`src/rtl/uart_time_reporter_pkg.sv`:
```
// uart_time_reporter_pkg: ASCII constants, message lengths and FSM states shared by the time reporter.
package uart_time_reporter_pkg;
    localparam logic [7:0] ASCII_ZERO  = 8'h30;
    localparam logic [7:0] ASCII_CR    = 8'h0D;
    localparam logic [7:0] ASCII_LF    = 8'h0A;
    localparam logic [7:0] ASCII_QMARK = 8'h3F;
    localparam logic [7:0] ASCII_COLON = 8'h3A;
    localparam int MSG_LEN_CRLF   = 10;
    localparam int MSG_LEN_NOCRLF = 8;
    typedef enum logic [2:0] {IDLE, STROBE, WAIT_ACK, WAIT_DONE, NEXT} state_t;
endpackage

```
`src/rtl/uart_time_reporter_if.sv`:
```
// uart_time_reporter_if: request, BCD time, transmitter handshake and status bundle.
interface uart_time_reporter_if;
    logic       send_req;
    logic [7:0] hours_bcd;
    logic [7:0] minutes_bcd;
    logic [7:0] seconds_bcd;
    logic       tx_busy;
    logic       tx_start;
    logic [7:0] tx_data;
    logic       busy;
    logic       done;
    logic       overrun;
    logic       ack_err;
    modport master (
        output send_req, hours_bcd, minutes_bcd, seconds_bcd, tx_busy,
        input  tx_start, tx_data, busy, done, overrun, ack_err
    );
    modport slave (
        input  send_req, hours_bcd, minutes_bcd, seconds_bcd, tx_busy,
        output tx_start, tx_data, busy, done, overrun, ack_err
    );
endinterface

```
`src/rtl/uart_time_reporter_bcd_to_ascii.sv`:
```
// bcd_to_ascii: one BCD nibble to its ASCII digit, '?' for non-decimal nibbles.
module bcd_to_ascii
    import uart_time_reporter_pkg::*;
(
    input  logic [3:0] nib_i,
    output logic [7:0] char_o
);
    always_comb char_o = (nib_i > 4'd9) ? ASCII_QMARK : ASCII_ZERO + {4'd0, nib_i};
endmodule

```
`src/rtl/uart_time_reporter.sv`:
```
// uart_time_reporter: snapshots BCD time on request and streams "HH:MM:SS"[CR LF] to a UART transmitter.
module uart_time_reporter
    import uart_time_reporter_pkg::*;
#(
    parameter logic [7:0] SEP_CHAR    = ASCII_COLON,
    parameter bit         SEND_CRLF   = 1'b1,
    parameter int         ACK_TIMEOUT = 64
)(
    input  logic                clk,
    input  logic                rst_n,
    uart_time_reporter_if.slave bus
);
    localparam int         TW   = $clog2(ACK_TIMEOUT + 1);
    localparam logic [3:0] LAST = SEND_CRLF ? 4'(MSG_LEN_CRLF - 1) : 4'(MSG_LEN_NOCRLF - 1);

    state_t        state_q, state_d;
    logic [3:0]    idx_q, idx_d;
    logic [TW-1:0] to_q, to_d;
    logic [23:0]   snap_q, snap_d;
    logic          tx_start_q, tx_start_d;
    logic [7:0]    tx_data_q, tx_data_d;
    logic          busy_q, busy_d, done_q, done_d;
    logic          overrun_q, overrun_d, ack_err_q, ack_err_d;
    logic [3:0]    nib;
    logic [7:0]    digit, ch;
    logic          accept, launch, timeout, finish;

    assign nib = idx_q == 4'd0 ? snap_q[23:20] :
                 idx_q == 4'd1 ? snap_q[19:16] :
                 idx_q == 4'd3 ? snap_q[15:12] :
                 idx_q == 4'd4 ? snap_q[11:8]  :
                 idx_q == 4'd6 ? snap_q[7:4]   : snap_q[3:0];

    bcd_to_ascii u_conv (.nib_i(nib), .char_o(digit));

    assign ch = (idx_q == 4'd2 || idx_q == 4'd5) ? SEP_CHAR :
                idx_q == 4'd8 ? ASCII_CR :
                idx_q == 4'd9 ? ASCII_LF : digit;

    // The done cycle already shows busy low, yet a request there still counts as overlapping.
    assign accept  = state_q == IDLE && bus.send_req && !done_q;
    assign launch  = state_q == STROBE && !bus.tx_busy;
    assign timeout = state_q == WAIT_ACK && !bus.tx_busy && to_q == TW'(ACK_TIMEOUT - 1);
    assign finish  = state_q == NEXT && idx_q == LAST;

    always_ff @(posedge clk or negedge rst_n) begin
        if (!rst_n) begin
            state_q    <= IDLE;
            idx_q      <= '0;
            to_q       <= '0;
            snap_q     <= '0;
            tx_start_q <= 1'b0;
            tx_data_q  <= 8'h00;
            busy_q     <= 1'b0;
            done_q     <= 1'b0;
            overrun_q  <= 1'b0;
            ack_err_q  <= 1'b0;
        end else begin
            state_q    <= state_d;
            idx_q      <= idx_d;
            to_q       <= to_d;
            snap_q     <= snap_d;
            tx_start_q <= tx_start_d;
            tx_data_q  <= tx_data_d;
            busy_q     <= busy_d;
            done_q     <= done_d;
            overrun_q  <= overrun_d;
            ack_err_q  <= ack_err_d;
        end
    end

    always_comb begin
        state_d = state_q;
        idx_d   = idx_q;
        to_d    = to_q;
        snap_d  = snap_q;
        case (state_q)
            IDLE: if (accept) begin
                state_d = STROBE;
                idx_d   = '0;
                snap_d  = {bus.hours_bcd, bus.minutes_bcd, bus.seconds_bcd};
            end
            STROBE: if (launch) begin
                state_d = WAIT_ACK;
                to_d    = '0;
            end
            WAIT_ACK: begin
                state_d = bus.tx_busy ? WAIT_DONE : timeout ? IDLE : WAIT_ACK;
                to_d    = to_q + 1'b1;
            end
            WAIT_DONE: if (!bus.tx_busy) state_d = NEXT;
            NEXT: begin
                state_d = finish ? IDLE : STROBE;
                idx_d   = finish ? idx_q : idx_q + 4'd1;
            end
            default: state_d = IDLE;
        endcase
    end

    always_comb begin
        tx_start_d = launch;
        tx_data_d  = launch ? ch : tx_data_q;
        busy_d     = accept ? 1'b1 : (timeout || finish) ? 1'b0 : busy_q;
        done_d     = finish;
        overrun_d  = accept ? 1'b0 : bus.send_req ? 1'b1 : overrun_q;
        ack_err_d  = accept ? 1'b0 : timeout ? 1'b1 : ack_err_q;
    end

    assign bus.tx_start = tx_start_q;
    assign bus.tx_data  = tx_data_q;
    assign bus.busy     = busy_q;
    assign bus.done     = done_q;
    assign bus.overrun  = overrun_q;
    assign bus.ack_err  = ack_err_q;
endmodule

```
`src/flat_wrapper.sv`:
```
// flat-port wrapper written by rule: the top's interface ports become plain ports
module uart_time_reporter_flat import uart_time_reporter_pkg::*;
#(
    parameter logic [7:0] SEP_CHAR    = ASCII_COLON,
    parameter bit         SEND_CRLF   = 1'b1,
    parameter int         ACK_TIMEOUT = 64
)
  (clk, rst_n, bus_send_req, bus_hours_bcd, bus_minutes_bcd, bus_seconds_bcd, bus_tx_busy, bus_tx_start, bus_tx_data, bus_busy, bus_done, bus_overrun, bus_ack_err);
  uart_time_reporter_if bus_i ();
  input  logic clk;
  input  logic rst_n;
  input wire logic [$bits(bus_i.send_req)-1:0] bus_send_req;
  input wire logic [$bits(bus_i.hours_bcd)-1:0] bus_hours_bcd;
  input wire logic [$bits(bus_i.minutes_bcd)-1:0] bus_minutes_bcd;
  input wire logic [$bits(bus_i.seconds_bcd)-1:0] bus_seconds_bcd;
  input wire logic [$bits(bus_i.tx_busy)-1:0] bus_tx_busy;
  output wire logic [$bits(bus_i.tx_start)-1:0] bus_tx_start;
  output wire logic [$bits(bus_i.tx_data)-1:0] bus_tx_data;
  output wire logic [$bits(bus_i.busy)-1:0] bus_busy;
  output wire logic [$bits(bus_i.done)-1:0] bus_done;
  output wire logic [$bits(bus_i.overrun)-1:0] bus_overrun;
  output wire logic [$bits(bus_i.ack_err)-1:0] bus_ack_err;
  assign bus_i.send_req = bus_send_req;
  assign bus_i.hours_bcd = bus_hours_bcd;
  assign bus_i.minutes_bcd = bus_minutes_bcd;
  assign bus_i.seconds_bcd = bus_seconds_bcd;
  assign bus_i.tx_busy = bus_tx_busy;
  assign bus_tx_start = bus_i.tx_start;
  assign bus_tx_data = bus_i.tx_data;
  assign bus_busy = bus_i.busy;
  assign bus_done = bus_i.done;
  assign bus_overrun = bus_i.overrun;
  assign bus_ack_err = bus_i.ack_err;
  uart_time_reporter #(.SEP_CHAR(SEP_CHAR), .SEND_CRLF(SEND_CRLF), .ACK_TIMEOUT(ACK_TIMEOUT)) u_core (.clk(clk), .rst_n(rst_n), .bus(bus_i));
endmodule
```
`config.mk`:
```
export PLATFORM = sky130hd
export DESIGN_NAME = uart_time_reporter_flat
export DESIGN_NICKNAME = d
export VERILOG_FILES = /design/src/rtl/uart_time_reporter_pkg.sv /design/src/rtl/uart_time_reporter_if.sv /design/src/rtl/uart_time_reporter_bcd_to_ascii.sv /design/src/rtl/uart_time_reporter.sv /design/src/flat_wrapper.sv
export SDC_FILE = /design/constraint.sdc
export NUM_CORES = 1
export LEC_CHECK = 0
export CORE_MARGIN = 2
export CORE_UTILIZATION = 41
export CTS_BUF_LIST = sky130_fd_sc_hd__clkbuf_4
export CTS_CLUSTER_SIZE = 12
export DETAILED_ROUTE_END_ITERATION = 7
export PLACE_DENSITY = 0.73
export SYNTH_ARGS = -nofsm -noshare
export SYNTH_HDL_FRONTEND = slang
export SYNTH_HIERARCHICAL = 1
export SYNTH_SLANG_ARGS = --single-unit
export TNS_END_PERCENT = 50
```
`constraint.sdc`:
```
create_clock -name clk -period 3.9 [get_ports clk]
set_input_delay 0.78 -clock clk [delete_from_list [all_inputs] [get_ports clk]]
set_output_delay 0.78 -clock clk [all_outputs]
set_load 0.02 [all_outputs]
```
# Yosys cells after proc, flatten, opt, wreduce, memory -nomap -nowiden

Cells that the tools add are included.

Register bits: 51
Bits of input ports: 28
Output and inout bits: 13

Add/sub/neg operators: 3
Order comparisons: 1
Eq/ne operators: 17
Mux-type cells: 27
Reductions and logical operators: 21

Operators by type and width:

| cell                | number |
|---|---|
| $mux 4              | 7 |
| $mux 7              | 3 |
| $mux 8              | 2 |
| $pmux 3 s5          | 1 |
| $pmux 7 s2          | 1 |
| $eq 4x3->1 const B  | 3 |
| $mux 3              | 4 |
| $reduce_bool 2->1   | 5 |
| $eq 4x2->1 const B  | 2 |
| $eq 4x4->1 const B  | 2 |
| $pmux 4 s2          | 1 |
| $add 6x4->7 const A | 1 |
| $add 7x1->7 const B | 1 |
| $eq 7x6->1 const B  | 1 |
| $mux 1              | 7 |
| $eq 3x2->1 const B  | 2 |
| $logic_and 1x1->1   | 6 |
| $reduce_and 3->1    | 2 |
| $add 4x1->4 const B | 1 |
| $eq 4x1->1 const B  | 1 |
| $gt 4x4->1 const B  | 1 |
| $logic_not 4->1     | 1 |
| $ne 2x1->1 const B  | 2 |
| $ne 2x2->1 const B  | 2 |
| 7 further kinds     | 10 |

# Logic depth before layout (Yosys ltp)

Word-level depth: 11
Mapped depth: 11
Depth with buffers taken out: 10

# Cells and area by module

The synthesis kept the hierarchy.

By module, submodules not included:

| module             | instances | cells an instance | area an instance (um^2) |
|---|---|---|---|
| uart_time_reporter | 1         | 245               | 2493.6 |
| bcd_to_ascii       | 1         | 11                | 67.6 |

# Worst setup path before layout

No wires, ideal clock.

Kind: input-to-reg
Start point: input bus_tx_busy
End point: register u_core.to_q[6]
Data arrival time: 1730 ps
Required time: 3782 ps
Slack: 2051 ps
Cell stages on the path: 5
Path through: or4b_4 > clkinv_4 > nor2_2 > o21bai_1 > a21o_1

Cells in the longest elaborated chain, start to end: 4

Ends and longest elaborated chain:

| item                       | RTL line                 | text |
|---|---|---|
| from (decl)                | flat_wrapper.sv:16       | `input wire logic [$bits(bus_i.tx_busy)-1:0] bus_tx_busy;` |
| $logic_not 1->1            | uart_time_reporter.sv:42 | `assign launch = state_q == STROBE && !bus.tx_busy;` |
| $logic_and 1x1->1          | uart_time_reporter.sv:42 |  |
| via u_core.launch          | uart_time_reporter.sv:26 | `logic accept, launch, timeout, finish;` |
| $ne 2x1->1 (no line)       | n/a                      |  |
| $reduce_and 2->1 (no line) | n/a                      |  |
| to (signal assigned)       | uart_time_reporter.sv:61 | `to_q <= to_d;` |
| to (decl)                  | uart_time_reporter.sv:18 | `logic [TW-1:0] to_q, to_d;` |

The timed path passes the listed nets, and every way through them passes these cells.
A chain may end at the register's enable or synchronous reset.

# Worst setup path in the final report

Start point: register u_core.idx_q[0]
End point: register u_core.tx_data_q[1] (netlist: u_core/bus.tx_data[1])

Cells in the longest elaborated chain, start to end: 11

Ends and longest elaborated chain:

| item                                             | RTL line                             | text |
|---|---|---|
| from (decl)                                      | uart_time_reporter.sv:17             | `logic [3:0] idx_q, idx_d;` |
| from (signal assigned)                           | uart_time_reporter.sv:60             | `idx_q <= idx_d;` |
| $eq 4x3->1                                       | uart_time_reporter.sv:32             | `idx_q == 4'd6 ? snap_q[7:4] : snap_q[3:0];` |
| $mux 4                                           | uart_time_reporter.sv:32             |  |
| $mux 4                                           | uart_time_reporter.sv:31             | `idx_q == 4'd4 ? snap_q[11:8] :` |
| $mux 4                                           | uart_time_reporter.sv:30             | `idx_q == 4'd3 ? snap_q[15:12] :` |
| $mux 4                                           | uart_time_reporter.sv:29             | `idx_q == 4'd1 ? snap_q[19:16] :` |
| $mux 4 *                                         | uart_time_reporter.sv:28             | `assign nib = idx_q == 4'd0 ? snap_q[23:20] :` |
| via u_core.nib[1]                                | uart_time_reporter.sv:24             | `logic [3:0] nib;` |
| $add 6x4->7 / $gt 4x4->1 (equally long branches) | uart_time_reporter_bcd_to_ascii.sv:8 | `always_comb char_o = (nib_i > 4'd9) ? ASCII_QMARK : ASCII_ZERO + {4'd0, nib_i};` |
| $mux 7 *                                         | uart_time_reporter_bcd_to_ascii.sv:8 |  |
| via u_core.digit[1]                              | uart_time_reporter.sv:25             | `logic [7:0] digit, ch;` |
| $mux 7 *                                         | uart_time_reporter.sv:38             | `idx_q == 4'd9 ? ASCII_LF : digit;` |
| $mux 8 *                                         | uart_time_reporter.sv:37             | `idx_q == 4'd8 ? ASCII_CR :` |
| $mux 8 *                                         | uart_time_reporter.sv:36             | `assign ch = (idx_q == 4'd2 \|\| idx_q == 4'd5) ? SEP_CHAR :` |
| to (signal assigned)                             | uart_time_reporter.sv:64             | `tx_data_q <= tx_data_d;` |
| to (decl)                                        | uart_time_reporter.sv:21             | `logic [7:0] tx_data_q, tx_data_d;` |

The timed path passes the listed nets; every way through them passes the cells marked *.

==> Flow_metrics.wiki <==
{| class="wikitable"
! Metric !! Value
|-
| Average routed wire per standard cell || 13.20 µm
|-
| Post-detailed-route count of antenna-violating nets || 0
|-
| Ys flop type || sky130_fd_sc_hd__dfrtp_1
|-
| Worst hold-check path type || flop to flop
|-
| Iteration-0 DRC Markers || between 100 and 150
|-
| Transition at the pin with the smallest max-transition slack || roughly 1100 ps
|-
| Number of CTS-inserted buffers || 5
|-
| Max-slew violation count || 0
|-
| Post-layout utilization of the core || 50.90%
|-
| Port Buf Inserts || 40
|-
| Count of flip-flops with a built-in enable after synthesis || 0
|-
| Hold Crit Endpoint || u_core/bus.tx_data[3]
|-
| Instance count of the mapped netlist || 256
|-
| Worst skew pair latency || between 300 and 400 ps
|-
| Total iterations of the first detailed-routing run || 4
|-
| Post-detailed-placement half-perimeter wirelength || 3499 µm
|-
| Static leakage || 1.337 nW
|-
| Site Rows || 28
|-
| FMAX || roughly 430 MHz
|-
| Synth Warn # || 6
|-
| Crit Reg-Reg Startpoint || u_core/idx_q[0]
|-
| Relative contribution of combinational cells to total power || 41.7%
|-
| Seq/Total Area, Yosys || between 40% and 50%
|-
| Initial antenna violation count || 0
|-
| Instance area at placement || 2973 µm²
|-
| Number of inserted diodes || 0
|-
| Status || finished, final reports clean
|-
| Largest net degree at the start of global routing || 52
|-
| Syn_area_per_cell || 10.00 µm²
|-
| Fillers || 555
|-
| Worst-case setup margin in the final layout || 1594 ps
|-
| Post-route cell area || 3049 µm²
|-
| Core Footprint || between 5000 and 6000 µm²
|-
| Final worst path period need || ~2300 ps
|-
| Vias in the first global route || 1,774
|-
| Unique cell type count in the Yosys netlist || 45
|-
| Worst supply voltage drop on vdd || 0.3303 mV
|-
| Final Hold Vio Count || 0
|-
| Number of gates resized after cts || 0
|-
| Number of failing setup endpoints in the final timing report || 0
|-
| Share of the cycle needed by the critical path after routing || 59.13%
|-
| Net load switching power || roughly 0.73 mW
|-
| Number of standard cells in the layout, taps in and fillers out || 367
|-
| H-tree depth || 2
|-
| Critical Path Fanout Max || 9
|-
| Post-Route Skew || about 8.7 ps
|-
| Worst EP arrival || 2560 ps
|-
| Worst slack at placement || 1336 ps
|-
| Required @ worst endpoint || 4160 ps
|-
| DRC violations left || 0
|-
| Setup repair after global routing missed its margin || false
|-
| Clock network fraction of total power || 14.4%
|-
| Type of element launching the critical path || flop
|-
| All-Layer GR Usage || between 10% and 20%
|-
| Max-Slew Margin vs Limit || roughly 27%
|-
| Proportion of power drawn by flip-flops and latches || 43.9%
|-
| Total number of vias || roughly 1.9k
|-
| Number of nets in the final layout || approximately 320
|-
| Overall die height || 83.04 µm
|-
| Sinks on Clock Net || 51
|-
| CTS Root Buffer Type || sky130_fd_sc_hd__clkbuf_4
|-
| Overflow left after global routing || 0
|-
| Hold_sp || u_core/bus.tx_data[3]
|-
| Number of post-CTS setup repair buffers || 0
|-
| Worst-case reg-to-reg path depth || 10
|-
| Ports placed on the boundary || 41
|-
| TritonCTS clock tree || built
|-
| R2R Setup Slk || between 1500 and 2000 ps
|-
| Post-Route Hold Slack || 496.7 ps
|-
| Overall routed net length || 4844 µm
|-
| Worst-path clk slew || 140 ps
|-
| Cell-internal power || 1.289 mW
|-
| Hold path cells || 2
|-
| Maximum number of buffers from clock root to sink || 2
|-
| Number of instances in the placed design || 359
|-
| First-pass GRT wire length || 8328 µm
|-
| Die boundary width || approximately 83 µm
|-
| Total Negative Setup Slacks || 0 ps
|-
| Post-Synthesis Cell Area || 2561 µm²
|-
| Flip-flop and latch count after synthesis || 51
|-
| Area grow syn2layout || 19.05%
|-
| Share of synthesized flip-flops with an asynchronous set or reset || 100.0%
|-
| Area of the die || 6895 µm²
|-
| Critical path class || flop to flop
|-
| Number of hold buffers added after CTS || 0
|-
| Capture instance of the worst register-to-register path || u_core/bus.tx_data[1]
|-
| PD cells || 663.4 nW/µm²
|-
| Total power || slightly above 2 mW
|-
| Category of the worst setup path capture point || flop
|-
| Placer congestion estimate || 0.7810
|-
| Proportion of total power due to net switching || 36.27%
|-
| Count of max-cap constraint violations || 0
|-
| Initial cell density of the core || 42.75%
|-
| Via/cell ratio || 5.163
|-
| Ratio of cells with drive above 1 in the final layout || 10.96%
|}
## cells in the final DEF (no fill, tap or decap), types with 3 or more instances in the layout
| cell type | Yosys | routed |
|---|---|---|
| sky130_fd_sc_hd__a21o_1 | 3 | 3 |
| sky130_fd_sc_hd__a21oi_1 | 5 | 5 |
| sky130_fd_sc_hd__a22o_1 | 3 | 3 |
| sky130_fd_sc_hd__a22oi_1 | 4 | 4 |
| sky130_fd_sc_hd__a31oi_1 | 5 | 5 |
| sky130_fd_sc_hd__and3b_1 | 3 | 3 |
| sky130_fd_sc_hd__clkbuf_4 | 0 | 5 |
| sky130_fd_sc_hd__clkdlybuf4s50_1 | 0 | 39 |
| sky130_fd_sc_hd__conb_1 | 2 | 4 |
| sky130_fd_sc_hd__dfrtp_1 | 51 | 51 |
| sky130_fd_sc_hd__ha_1 | 5 | 5 |
| sky130_fd_sc_hd__inv_1 | 9 | 9 |
| sky130_fd_sc_hd__mux2_1 | 3 | 3 |
| sky130_fd_sc_hd__mux2_2 | 18 | 18 |
| sky130_fd_sc_hd__nand2_1 | 39 | 39 |
| sky130_fd_sc_hd__nand3_1 | 7 | 7 |
| sky130_fd_sc_hd__nor2_1 | 19 | 19 |
| sky130_fd_sc_hd__o21ai_0 | 25 | 25 |
| sky130_fd_sc_hd__o22ai_1 | 4 | 4 |
| sky130_fd_sc_hd__o2bb2ai_1 | 4 | 4 |
| sky130_fd_sc_hd__xor2_1 | 4 | 4 |
## worst max-delay path: stages (launching register included)
cell and delay (ps):
sky130_fd_sc_hd__dfrtp_1 440, sky130_fd_sc_hd__inv_1 110, sky130_fd_sc_hd__ha_1 310, sky130_fd_sc_hd__inv_1 250, sky130_fd_sc_hd__nand2_1 180, sky130_fd_sc_hd__o22ai_1 250
sky130_fd_sc_hd__a22oi_1 180, sky130_fd_sc_hd__a21o_1 190, sky130_fd_sc_hd__nor2_1 100, sky130_fd_sc_hd__nor2_1 50, sky130_fd_sc_hd__o22a_1 160
## power groups by stage
stage          Combinational [mW]  Clock (mW)  Sequential (mW)
6_report                    0.843       0.291            0.889
5_1_grt                     0.934       0.325            0.919
4_1_cts                     0.845       0.301            0.890
3_5_place_dp                0.842           0            0.902
3_3_place_gp                0.830           0            0.894
2_1_floorplan               0.584           0            0.910
## Yosys cell counts (3+ instances only)
| library cell | instances | area (µm²) |
|---|---|---|
| sky130_fd_sc_hd__mux2_2 | 18 | 202.7 |
| sky130_fd_sc_hd__xor2_1 | 4 | 35.03 |
| sky130_fd_sc_hd__mux2_1 | 3 | 33.78 |
| sky130_fd_sc_hd__o21ai_0 | 25 | 125.1 |
| sky130_fd_sc_hd__a21o_1 | 3 | 22.52 |
| sky130_fd_sc_hd__ha_1 | 5 | 62.56 |
| sky130_fd_sc_hd__nor2_1 | 19 | 71.32 |
| sky130_fd_sc_hd__nand3_1 | 7 | 35.03 |
| sky130_fd_sc_hd__clkbuf_1 | 6 | 22.52 |
| sky130_fd_sc_hd__a22oi_1 | 4 | 30.03 |
| sky130_fd_sc_hd__nand2_1 | 39 | 146.4 |
| sky130_fd_sc_hd__a21oi_1 | 5 | 25.02 |
| sky130_fd_sc_hd__o2bb2ai_1 | 4 | 35.03 |
| sky130_fd_sc_hd__dfrtp_1 | 51 | 1276 |
| sky130_fd_sc_hd__a31oi_1 | 5 | 31.28 |
| sky130_fd_sc_hd__o22ai_1 | 4 | 25.02 |
| sky130_fd_sc_hd__and3b_1 | 3 | 26.28 |
| sky130_fd_sc_hd__buf_4 | 5 | 37.54 |
| sky130_fd_sc_hd__inv_1 | 9 | 33.78 |
| sky130_fd_sc_hd__a22o_1 | 3 | 26.28 |
## cell families (layout without fill, tap and decap cells)
group / Yosys count / after routing / synth area share, %
AO/OA/AOI/OAI: 62 / 62 / 15.24
XOR/XNOR: 4 / 4 / 1.368
adder cells (fa/ha/maj): 5 / 5 / 2.443
buffers and inverters: 25 / 59 / 5.276
flip-flops: 51 / 51 / 49.83
multiplexers: 23 / 23 / 10.01
other: 2 / 4 / 0.2932
AND/OR/NAND/NOR: 84 / 84 / 15.54
## flip-flops by register name, summed over array words and instances, names as in the netlist, 3 cells and up
register	flops
u_core/idx_q	4
u_core/to_q	7
u_core/snap_q	24
u_core/bus.tx_data	8
u_core/state_q	3
## layer usage
layer / vias up / GRT usage (%) / share of wire [%]
met5: - / 0 / 0
met4: 0 / 3.577 / 0.52
met3: 3 / 3.181 / 2.9
met2: 44 / 21.26 / 44
met1: 880 / 21.56 / 53
li1: 968 / - / -
## final cells by class
type | count | area (µm²) | share of cell area (%)
Clock buffer | 5 | 37.54 | 1.231
Sequential cell | 51 | 1276 | 41.85
Inverter | 10 | 42.54 | 1.395
Tap cell | 75 | 93.84 | 3.078
Timing Repair Buffer | 41 | 402.9 | 13.21
Multi-Input combinational cell | 182 | 1157 | 37.96
Clock inverter | 3 | 38.79 | 1.272
## worst max-delay path by stage
stage	end	cells after the start	start
2_1_floorplan	u_core/to_q[6]	5	bus_tx_busy
3_3_place_gp	u_core/to_q[6]	6	bus_tx_busy
3_5_place_dp	u_core/to_q[6]	6	bus_tx_busy
4_1_cts	u_core/bus.tx_data[1]	10	u_core/idx_q[0]
5_1_grt	u_core/bus.tx_data[0]	10	u_core/idx_q[0]
6_report	u_core/bus.tx_data[1]	10	u_core/idx_q[0]
Note: power is estimated with default switching activity, not from simulation.
